### config.mk
export PLATFORM = sky130hd
export DESIGN_NAME = uart_rx_flat
export DESIGN_NICKNAME = d
export VERILOG_FILES = /design/src/rtl/uart_rx_if.sv /design/src/rtl/uart_rx.sv /design/src/flat_wrapper.sv
export SDC_FILE = /design/constraint.sdc
export NUM_CORES = 1
export LEC_CHECK = 0
export CELL_PAD_IN_SITES_DETAIL_PLACEMENT = 1
export CELL_PAD_IN_SITES_GLOBAL_PLACEMENT = 1
export CORE_MARGIN = 5
export CORE_UTILIZATION = 46
export CTS_CLUSTER_SIZE = 8
export DETAILED_ROUTE_END_ITERATION = 10
export PLACE_DENSITY_LB_ADDON = 0.08
export SETUP_SLACK_MARGIN = 0.5
export SYNTH_ARGS = -nofsm -noshare
export SYNTH_HDL_FRONTEND = slang
export SYNTH_SLANG_ARGS = --single-unit
### constraint.sdc
create_clock -name clk -period 1.95 [get_ports clk]
set_clock_uncertainty 0.1 [all_clocks]
set_input_delay 0.39 -clock clk [delete_from_list [all_inputs] [get_ports clk]]
set_output_delay 0.39 -clock clk [all_outputs]
set_load 0.005 [all_outputs]
### src/rtl/uart_rx_if.sv
// ---------------------------------------------------------------------------
// uart_rx_if
// Groups the serial line and the receive-side result signals of uart_rx.
//   rx_in     : serial line, idle high (driven by the line/master side)
//   data_rx   : last correctly received byte
//   rx_done   : one-cycle strobe, data_rx just updated
//   frame_err : one-cycle strobe, stop bit sampled low
//   rx_busy   : receiver is inside a frame (FSM not idle)
// Modports: master = line driver / consumer, slave = receiver.
// ---------------------------------------------------------------------------
interface uart_rx_if;
  logic       rx_in;
  logic [7:0] data_rx;
  logic       rx_done;
  logic       frame_err;
  logic       rx_busy;

  modport master (
    output rx_in,
    input  data_rx,
    input  rx_done,
    input  frame_err,
    input  rx_busy
  );

  modport slave (
    input  rx_in,
    output data_rx,
    output rx_done,
    output frame_err,
    output rx_busy
  );
endinterface

### src/rtl/uart_rx.sv
// ---------------------------------------------------------------------------
// uart_rx
// 8N1 asynchronous serial receiver. The line is synchronised through two
// flops, the start edge is qualified at half a bit, and every following bit
// is sampled at its nominal centre using a clock-derived baud counter.
// Ports:
//   clk  : system clock, rising edge
//   rst  : asynchronous active-low reset
//   bus  : uart_rx_if.slave (rx_in in; data_rx, rx_done, frame_err,
//          rx_busy out, all outputs registered)
// Parameters:
//   CLK_FREQ  : clock frequency in Hz
//   BAUD_RATE : line rate in bit/s (CLK_FREQ/BAUD_RATE must be >= 4)
// ---------------------------------------------------------------------------
module uart_rx #(
  parameter int CLK_FREQ  = 50000000,
  parameter int BAUD_RATE = 9600
) (
  input logic      clk,
  input logic      rst,
  uart_rx_if.slave bus
);

  localparam int CLKS_PER_BIT = CLK_FREQ / BAUD_RATE;
  localparam int HALF_BIT     = CLKS_PER_BIT / 2;
  localparam int CNT_W        = $clog2(CLKS_PER_BIT);

  localparam logic [CNT_W-1:0] CNT_ZERO  = {CNT_W{1'b0}};
  localparam logic [CNT_W-1:0] CNT_ONE   = {{(CNT_W-1){1'b0}}, 1'b1};
  localparam logic [CNT_W-1:0] LAST_CNT  = CNT_W'(CLKS_PER_BIT - 1);
  localparam logic [CNT_W-1:0] HALF_LAST = CNT_W'(HALF_BIT - 1);

  typedef enum logic [2:0] {
    ST_IDLE  = 3'd0,
    ST_START = 3'd1,
    ST_DATA  = 3'd2,
    ST_STOP  = 3'd3,
    ST_BREAK = 3'd4
  } state_t;

  state_t           state_r, state_nx;
  logic [CNT_W-1:0] cnt_r, cnt_nx;
  logic [2:0]       bit_idx_r, bit_idx_nx;
  logic [7:0]       shift_r, shift_nx;
  logic [7:0]       data_r, data_nx;
  logic             done_r, done_nx;
  logic             ferr_r, ferr_nx;
  logic             busy_r, busy_nx;
  logic             sync1_r, sync2_r;
  logic             rx_sync_s;

  // Two-flop synchroniser; both flops reset high so leaving reset never
  // looks like a start edge.
  always_ff @(posedge clk or negedge rst) begin
    if (!rst) begin
      sync1_r <= 1'b1;
      sync2_r <= 1'b1;
    end else begin
      sync1_r <= bus.rx_in;
      sync2_r <= sync1_r;
    end
  end

  assign rx_sync_s = sync2_r;

  // State, datapath and registered output flops.
  always_ff @(posedge clk or negedge rst) begin
    if (!rst) begin
      state_r   <= ST_IDLE;
      cnt_r     <= CNT_ZERO;
      bit_idx_r <= 3'd0;
      shift_r   <= 8'h00;
      data_r    <= 8'h00;
      done_r    <= 1'b0;
      ferr_r    <= 1'b0;
      busy_r    <= 1'b0;
    end else begin
      state_r   <= state_nx;
      cnt_r     <= cnt_nx;
      bit_idx_r <= bit_idx_nx;
      shift_r   <= shift_nx;
      data_r    <= data_nx;
      done_r    <= done_nx;
      ferr_r    <= ferr_nx;
      busy_r    <= busy_nx;
    end
  end

  // Next-state, counter, shift register and strobe logic.
  always_comb begin
    state_nx   = state_r;
    cnt_nx     = cnt_r;
    bit_idx_nx = bit_idx_r;
    shift_nx   = shift_r;
    data_nx    = data_r;
    done_nx    = 1'b0;
    ferr_nx    = 1'b0;

    case (state_r)
      ST_IDLE: begin
        cnt_nx     = CNT_ZERO;
        bit_idx_nx = 3'd0;
        if (!rx_sync_s) begin
          state_nx = ST_START;
        end else begin
          state_nx = ST_IDLE;
        end
      end

      ST_START: begin
        if (cnt_r == HALF_LAST) begin
          cnt_nx = CNT_ZERO;
          // Line high again at mid start bit: a glitch, drop it silently.
          if (!rx_sync_s) begin
            state_nx = ST_DATA;
          end else begin
            state_nx = ST_IDLE;
          end
        end else begin
          cnt_nx = cnt_r + CNT_ONE;
        end
      end

      ST_DATA: begin
        if (cnt_r == LAST_CNT) begin
          cnt_nx     = CNT_ZERO;
          // LSB arrives first, so shift right and insert at the MSB.
          shift_nx   = {rx_sync_s, shift_r[7:1]};
          bit_idx_nx = bit_idx_r + 3'd1;
          if (bit_idx_r == 3'd7) begin
            state_nx = ST_STOP;
          end else begin
            state_nx = ST_DATA;
          end
        end else begin
          cnt_nx = cnt_r + CNT_ONE;
        end
      end

      ST_STOP: begin
        if (cnt_r == LAST_CNT) begin
          cnt_nx = CNT_ZERO;
          // Returning to idle at mid stop bit leaves half a bit of margin
          // to catch a back-to-back start edge.
          if (rx_sync_s) begin
            data_nx  = shift_r;
            done_nx  = 1'b1;
            state_nx = ST_IDLE;
          end else begin
            ferr_nx  = 1'b1;
            state_nx = ST_BREAK;
          end
        end else begin
          cnt_nx = cnt_r + CNT_ONE;
        end
      end

      ST_BREAK: begin
        // A held-low line must go high before a new frame is accepted.
        cnt_nx = CNT_ZERO;
        if (rx_sync_s) begin
          state_nx = ST_IDLE;
        end else begin
          state_nx = ST_BREAK;
        end
      end

      default: begin
        state_nx   = ST_IDLE;
        cnt_nx     = CNT_ZERO;
        bit_idx_nx = 3'd0;
      end
    endcase

    busy_nx = (state_nx != ST_IDLE);
  end

  assign bus.data_rx   = data_r;
  assign bus.rx_done   = done_r;
  assign bus.frame_err = ferr_r;
  assign bus.rx_busy   = busy_r;

endmodule
### src/flat_wrapper.sv
// flat-port wrapper written by rule: the top's interface ports become plain ports
module uart_rx_flat 
#(
  parameter int CLK_FREQ  = 50000000,
  parameter int BAUD_RATE = 9600
)
  (clk, rst, bus_rx_in, bus_data_rx, bus_rx_done, bus_frame_err, bus_rx_busy);
  uart_rx_if bus_i ();
  input logic clk;
  input logic rst;
  input wire logic [$bits(bus_i.rx_in)-1:0] bus_rx_in;
  output wire logic [$bits(bus_i.data_rx)-1:0] bus_data_rx;
  output wire logic [$bits(bus_i.rx_done)-1:0] bus_rx_done;
  output wire logic [$bits(bus_i.frame_err)-1:0] bus_frame_err;
  output wire logic [$bits(bus_i.rx_busy)-1:0] bus_rx_busy;
  assign bus_i.rx_in = bus_rx_in;
  assign bus_data_rx = bus_i.data_rx;
  assign bus_rx_done = bus_i.rx_done;
  assign bus_frame_err = bus_i.frame_err;
  assign bus_rx_busy = bus_i.rx_busy;
  uart_rx #(.CLK_FREQ(CLK_FREQ), .BAUD_RATE(BAUD_RATE)) u_core (.clk(clk), .rst(rst), .bus(bus_i));
endmodule
==> key figures, run 1 <==
Setup path
  – Critical Path RT: roughly 2 ns
  – R2r setup slk: around 0.084 ns
  – FF-to-FF path depth: 5
  – Crit-path max FO: 7
  – Setup CP Type: reg2reg
  – R2R Path End: u_core.bus.data_rx[4]
  – Worst path arrival time: around 2 ns
  – Crit path capture type: register
  – Critical path startpoint category: register
  – RR Startpoint: u_core.cnt_r[7]

Clocking
  – Clock transition at path regs: 0.08 ns
  – CTS Root Buffer Type: clkbuf_8
  – CTS tree: built
  – Total clock buffers created by CTS: 5
  – CTS Sinks: 40
  – Clk buf depth: 2
  – Clk_lat worst skew: ~0.29 ns
  – H-tree levels: 2

Finish
  – Most frequent cells in the layout: 30 x dfrtp_1, 22 x buf_4, 15 x nor2_1, 8 x o21ai_0, 8 x dfrtp_2
  – Design area: 2591 um2
  – FILL cells: around 390
  – Multi-input logic area: slightly above 1000 um2
  – N_diodes: 0
  – Layout area overhead: 36.07%
  – Reg area: 1013 um2
  – Most common cell after layout, fill and taps aside: dfrtp_1
  – Final net count: roughly 210
  – Share of cells above drive strength 1: 0.3738

Run status
  – Status: finished clean

Timing
  – Final number of setup-violating endpoints: 0
  – Relative slew slack: 0.6809
  – RSZ-0062 raised after global routing: yes
  – Final Worst Setup Slack: between 0.08 and 0.09 ns
  – Fmax: roughly 540 MHz
  – Min Tclk post-route: approximately 1.9 ns
  – Hold violation count in the final report: 0
  – Total negative slack: 0 ns
  – Tcrit/Tclk final: 0.9569
  – Tightest Pin Transition: approximately 0.48 ns
  – Final Max Tran Viols: 0

Placement
  – Post-Place Setup Slack: between 0.09 and 0.1 ns
  – Final HPWL DP: roughly 3000 um
  – RePlAce Congestion: about 0.8
  – PortBufs: 13
  – Area post-placement: ~2200 um2

Synthesis
  – Register bit total from synthesis: 40
  – Count of cell types in the netlist: a little over 40
  – Net Count, Synth: 170
  – Ys Warns: 0
  – Cells after Synth: ~160
  – Sequential-to-total area share from yosys stat: 0.5269
  – Ys async rst share: 1.000
  – Synth area leaders: dfrtp_1 50%, mux2_1 4.7%, mux2_2 4.1%
  – Area leader, netlist: dfrtp_1
  – Post-synth top flop: dfrtp_1
  – Post-Syn Area: around 1900 um2
  – Post-synth EDFFs: 0
  – Syn avg cell area: 11.61 um2
  – Top cell type's share of synthesized area: 0.4993

Min path
  – WHS Path Cells: 0
  – WHS Endpoint: u_core.rx_sync_s
  – Hold Path Origin: u_core.sync1_r
  – Hold Crit Class: reg2reg

Floorplanning
  – Top-level port count: 14
  – Die height: roughly 74 um
  – Die X: 74.34 um
  – Row cnt: 23
  – Core Footprint: 4000 um2
  – Die area: roughly 5500 um2
  – Initial Util: 0.4761

Flow run
  – MaxCap Viol Count: 0

Global routing
  – Busiest grt layer: met2
  – Met3 GRT Util: 0.04459
  – Vias in the first global route: 1566
  – Gr ovfl total: 0
  – M2 GR Usage: 0.3278
  – Global-route wire length before repair: a little under 8000 um
  – Initial antenna violation count: 0
  – GR Layer Usage met1: 0.2238
  – GR Util All Layers: 0.1873
  – Largest net degree at the start of global routing: 22

Power and ir drop
  – Worst IR Drop VDD: ~0.57 mV
  – Lkg Pwr: about 1.2 nW
  – PwrDens: between 500 and 600 nW/um2

Drt
  – Drt pass-1 iters: 4
  – WL/cell: about 22 um
  – Via count: 1489
  – First-iteration detailed-routing DRC count: 56
  – Post-Route WL: about 5700 um
  – Routed Antenna Nets: 0
  – Drt via density: 5.816
  – # DRC: 0
-- state kept, by name, indices dropped and copies added (netlist names) --
| register | cells |
|---|---|
| u_core.state_r | 3 |
| u_core.bit_idx_r | 3 |
| u_core.bus.frame_err | 1 |
| u_core.cnt_r | 13 |
| u_core.shift_r | 8 |
| u_core.bus.rx_done | 1 |
| u_core.sync1_r | 1 |
| u_core.bus.data_rx | 8 |
| u_core.rx_sync_s | 1 |
| u_core.bus.rx_busy | 1 |
-- metrics by stage --
stage	hold WS (ns)	utilization	std cells	total power, mW
2_1_floorplan	-0.005591	-	164	0.8510
3_3_place_gp	0.2457	0.5515	225	0.8753
3_5_place_dp	0.2490	0.5515	225	0.8759
4_1_cts	0.2595	0.6031	243	1.536
5_1_grt	0.2634	0.6478	256	1.600
6_report	0.2577	0.6478	256	1.538
-- layout make-up --
| type | count | area share |
|---|---|---|
| clock buffers | 6 | 0.02801 |
| clock inverters | 2 | 0.01352 |
| inverters | 5 | 0.009174 |
| multi-input cells | 113 | 0.3969 |
| flip-flops and latches | 40 | 0.3911 |
| well taps | 50 | 0.02414 |
| repair buffers | 40 | 0.1371 |
-- worst max-delay path by stage --
| stage | startpoint | to | depth (start not counted) |
|---|---|---|---|
| after floorplan | u_core.cnt_r[5] | u_core.bus.data_rx[0] | 6 |
| after global placement | u_core.cnt_r[9] | u_core.bus.data_rx[2] | 5 |
| after detailed placement | u_core.cnt_r[8] | u_core.bus.data_rx[1] | 5 |
| after CTS | u_core.cnt_r[0] | u_core.bus.data_rx[4] | 6 |
| after global routing | u_core.cnt_r[2] | u_core.cnt_r[12] | 5 |
| final | u_core.cnt_r[7] | u_core.bus.data_rx[4] | 5 |
-- critical path, cell delays in order, from the launching register on --
cell       delay, ns
dfrtp_2         0.46
nand4bb_4       0.28
nor3_4          0.29
nand3_4         0.18
inv_6           0.13
mux2_4          0.31
-- repair_timing --
item,CTS,global route
hold endpoints to repair,19,0
gates resized for setup,19,25
endpoints found under the setup margin,49,41
hold buffers,1,0
pin swaps,3,8
setup buffers,8,13
gates cloned,1,0
-- cell families (layout without fill, tap and decap cells) --
logic type	Yosys count	count (layout)	synth area share
buffers and inverters	12	53	0.02890
multiplexers	16	16	0.09396
adder cells (fa/ha/maj)	3	3	0.01971
flip-flops	40	40	0.5269
AO/OA/AOI/OAI	19	19	0.06176
XOR/XNOR	9	9	0.04139
AND/OR/NAND/NOR	65	66	0.2273
-- synth_stat cells, types with 2 or more instances --
cell type and number:
xnor2_1 4, inv_1 4, nand3_2 2, o21ai_0 11, nand4_1 7, and4bb_2 3
a21oi_1 2, nor2_1 15, mux2_2 7, ha_1 3, nor3_1 3, and4_1 2
xor2_1 5, nand2_1 8, nand3_1 5, dfstp_2 2, and3_1 2, buf_2 5
a22oi_1 2, dfrtp_1 38, nand4bb_1 2, or3_1 3, nor3b_1 3, mux2_1 8
nor2b_1 2
-- metal layers --
layer | wire length [um] | vias up
li1 | - | 669
met5 | 0 | -
met2 | 2980 | 38
met1 | 2362 | 772
met4 | 108 | 0
met3 | 246 | 10
-- power by group --
part           switching (mW)  internal (mW)  leakage, nW
Combinational          0.0176        0.00793        0.604
Sequential            0.00346          0.832        0.521
Clock                   0.296          0.380       0.0552
Total                   0.317           1.22         1.18
Power figures use the tool's default switching activity.
==> run 2, diff against run 1 <==
--- a/config.mk
+++ b/config.mk
@@ -7,6 +7,7 @@
 export LEC_CHECK = 0
 export CELL_PAD_IN_SITES_DETAIL_PLACEMENT = 1
 export CELL_PAD_IN_SITES_GLOBAL_PLACEMENT = 1
+export CORE_ASPECT_RATIO = 1.1
 export CORE_MARGIN = 5
 export CORE_UTILIZATION = 46
 export CTS_CLUSTER_SIZE = 8
==> run 2 against run 1 <==
Wire length down 14%; sequential share of layout area up 0.42 points; global-route usage down 0.77 points; count of clock-buffer cells in the layout unchanged; non-clock buffer count down 1; critical endpoint is now u_core.bus.data_rx[0]; largest cell class unchanged; largest power group unchanged; highest routed layer unchanged.
==> key figures, run 2 (synthesis gave the netlist of run 1 again) <==
Floorplanning
  – Die X: 71.35 um (-4.0%)
  – Die height: 77.48 um (+4.2%)
  – Top-level port count: 14 (unchanged)
  – Row cnt: 24 (+4.3%)
  – Initial Util: 0.4768 (+0.0007457)
  – Die area: 5528 um2 (about the same)
  – Core Footprint: 3994 um2 (-0.16%)

Setup path
  – Setup CP Type: reg2reg
  – Delay-heaviest family, CP: simple AND/OR/NAND/NOR gates
  – Critical path startpoint category: register
  – Crit path largest cell delay: 0.41 ns (-0.05 ns)
  – Crit path capture type: register
  – Crit-path max FO: 6 (-1)
  – Worst path arrival time: 1.90 ns (-0.05 ns)
  – R2R Path End: u_core.bus.data_rx[0]
  – Crit-path cells: nand4bb_4 -> nor3_4 -> nand3_4 -> inv_6 -> mux2_4
  – Critical Path RT: 2.03 ns (about the same)
  – Crit path buf inv count: 1 (unchanged)
  – Slowest stage cell, crit path: dfrtp_1
  – R2r setup slk: 0.13 ns (+0.05 ns)
  – FF-to-FF path depth: 5 (unchanged)
  – RR Startpoint: u_core.cnt_r[5]

Drt
  – Met3 wire len: 159 um (-35%)
  – Drt pass-1 iters: 4 (unchanged)
  – Via count: 1411 (-5.2%)
  – # DRC: 0 (unchanged)
  – Met2 routed WL: 2817 um (-5.5%)
  – WL/cell: 19.10 um (-14%)
  – Max Used Layer: met4
  – Drt via density: 5.490 (-5.6%)
  – Post-Route WL: 4908 um (-14%)
  – Routed Antenna Nets: 0 (unchanged)
  – First-iteration detailed-routing DRC count: 58 (+3.6%)
  – Metal-1 WL: 1907 um (-19%)

Global routing
  – Global-route wire length before repair: 7679 um (-0.45%)
  – Vias in the first global route: 1518 (-3.1%)
  – Largest net degree at the start of global routing: 22 (unchanged)
  – GR Util All Layers: 0.1796 (-0.007750)
  – Initial antenna violation count: 0 (unchanged)
  – Gr ovfl total: 0 (unchanged)

Finish
  – N_diodes: 0 (unchanged)
  – Max FFs per register: 13 (unchanged)
  – Most common cell after layout, fill and taps aside: dfrtp_1
  – Most frequent cells in the layout: 30 x dfrtp_1, 21 x buf_4, 15 x nor2_1
  – Layout area overhead: 34.63%
  – Share of cells above drive strength 1: 0.3707 (-0.003055)
  – Top reg by flops: u_core.cnt_r
  – Final net count: 210 (-0.47%)
  – Finished Layout Cells: 257 (+0.39%)

Clocking
  – Clock transition at path regs: 0.08 ns (about the same)
  – CTS Sinks: 40 (unchanged)
  – Total clock buffers created by CTS: 5 (unchanged)
  – Clk buf depth: 2 (unchanged)
  – Clk_lat worst skew: 0.29 ns (about the same)
  – CTS tree: built
  – H-tree levels: 2 (unchanged)
  – CTS Root Buffer Type: clkbuf_8

Min path
  – Hold Path Origin: u_core.sync1_r
  – WHS Endpoint: u_core.rx_sync_s
  – WHS Path Cells: 0 (unchanged)
  – Hold Crit Class: reg2reg

Timing
  – Relative slew slack: 0.6508 (-0.03005)
  – Tightest hold margin: 0.2577 ns (-0.00001300 ns)
  – Tcrit/Tclk final: 0.9335 (-0.02342)
  – Total negative slack: 0 ns (unchanged)
  – Final Max Tran Viols: 0 (unchanged)
  – RSZ-0062 raised after global routing: yes
  – Final number of setup-violating endpoints: 0 (unchanged)
  – Fmax: 549.3 MHz (+2.5%)
  – Hold violation count in the final report: 0 (unchanged)
  – Min Tclk post-route: 1.820 ns (-0.04567 ns)
  – Tightest Pin Transition: 0.5238 ns (+0.04507 ns)

Placement
  – PortBufs: 13 (unchanged)
  – Final HPWL DP: 3032 um (-0.13%)
  – RePlAce Congestion: 0.7642 (-2.9%)
  – DP Cell Count: 227 (+0.89%)

Power and ir drop
  – Switch share: 0.2126 (+0.006331)
  – Sequential Power Share: 0.584 (+0.040)
  – Logic gate share of total power: 0.018 (about the same)
  – Worst IR Drop VDD: 0.3254 mV (-43%)
  – PwrDens: 558.1 nW/um2 (-6.0%)
  – Lkg Pwr: 1.158 nW (-1.9%)
  – Internal Power: 1.127 mW (-7.7%)
  – Switching pwr: 0.3041 mW (-4.1%)
  – Clk pwr share: 0.398 (-0.042)

Flow run
  – MaxCap Viol Count: 0 (unchanged)

Run status
  – Status: finished clean
[run 2: through the flow]
stage / util / area [um2] / setup slack [ns] / total power, mW
6_report: 0.6419 / 2564 / 0.1296 / 1.431
5_1_grt: 0.6419 / 2564 / 0.07729 / 1.503
4_1_cts: 0.6081 / 2429 / 0.1796 / 1.452
3_5_place_dp: 0.5529 / 2208 / 0.1434 / 0.8764
3_3_place_gp: 0.5529 / 2208 / 0.1950 / 0.8752
2_1_floorplan: - / 2004 / 0.2756 / 0.8510
[run 2: how the worst max path moves through the flow]
stage / startpoint / to / slack [ns] / cells past startpoint
after global routing: u_core.cnt_r[5] / u_core.bus.data_rx[0] / 0.08 / 5
after CTS: u_core.cnt_r[0] / u_core.bus.data_rx[1] / 0.18 / 6
after detailed placement: u_core.cnt_r[8] / u_core.bus.data_rx[1] / 0.14 / 5
after floorplan: u_core.cnt_r[5] / u_core.bus.data_rx[0] / 0.28 / 6
after global placement: u_core.cnt_r[0] / u_core.cnt_r[11] / 0.19 / 6
final: u_core.cnt_r[5] / u_core.bus.data_rx[0] / 0.13 / 5
[run 2: power by group through the flow]
stage	clock [mW]	combinational [mW]	sequential, mW
CTS	0.590	0.0268	0.835
global route	0.637	0.0307	0.835
detailed placement	0	0.0255	0.851
floorplan	0	0.000498	0.850
global placement	0	0.0243	0.851
finish	0.570	0.0258	0.835
[run 2: metal layers]
metal | GRT usage | up-vias
met5 | 0 | -
li1 | - | 671
met1 | 0.2079 | 713
met3 | 0.03876 | 2
met4 | 0.04511 | 0
met2 | 0.3318 | 25
[run 2: cell type report]
class | instances | area (um2)
clock buffers | 6 | 82.58
flip-flops and latches | 40 | 1013
inverters | 5 | 23.77
clock inverters | 2 | 15.01
fillers | 416 | 1430
repair buffers | 39 | 347.8
multi-input cells | 113 | 1016
well taps | 52 | 65.06
[run 2: repair_timing]
| action | CTS | global route |
|---|---|---|
| setup buffers | 9 | 11 |
| hold endpoints to repair | 20 | 0 |
| gates cloned | 1 | 0 |
| resized for setup | 24 | 17 |
| setup endpoints to repair | 49 | 43 |
| pin swaps | 1 | 6 |
| hold buffers | 1 | 0 |
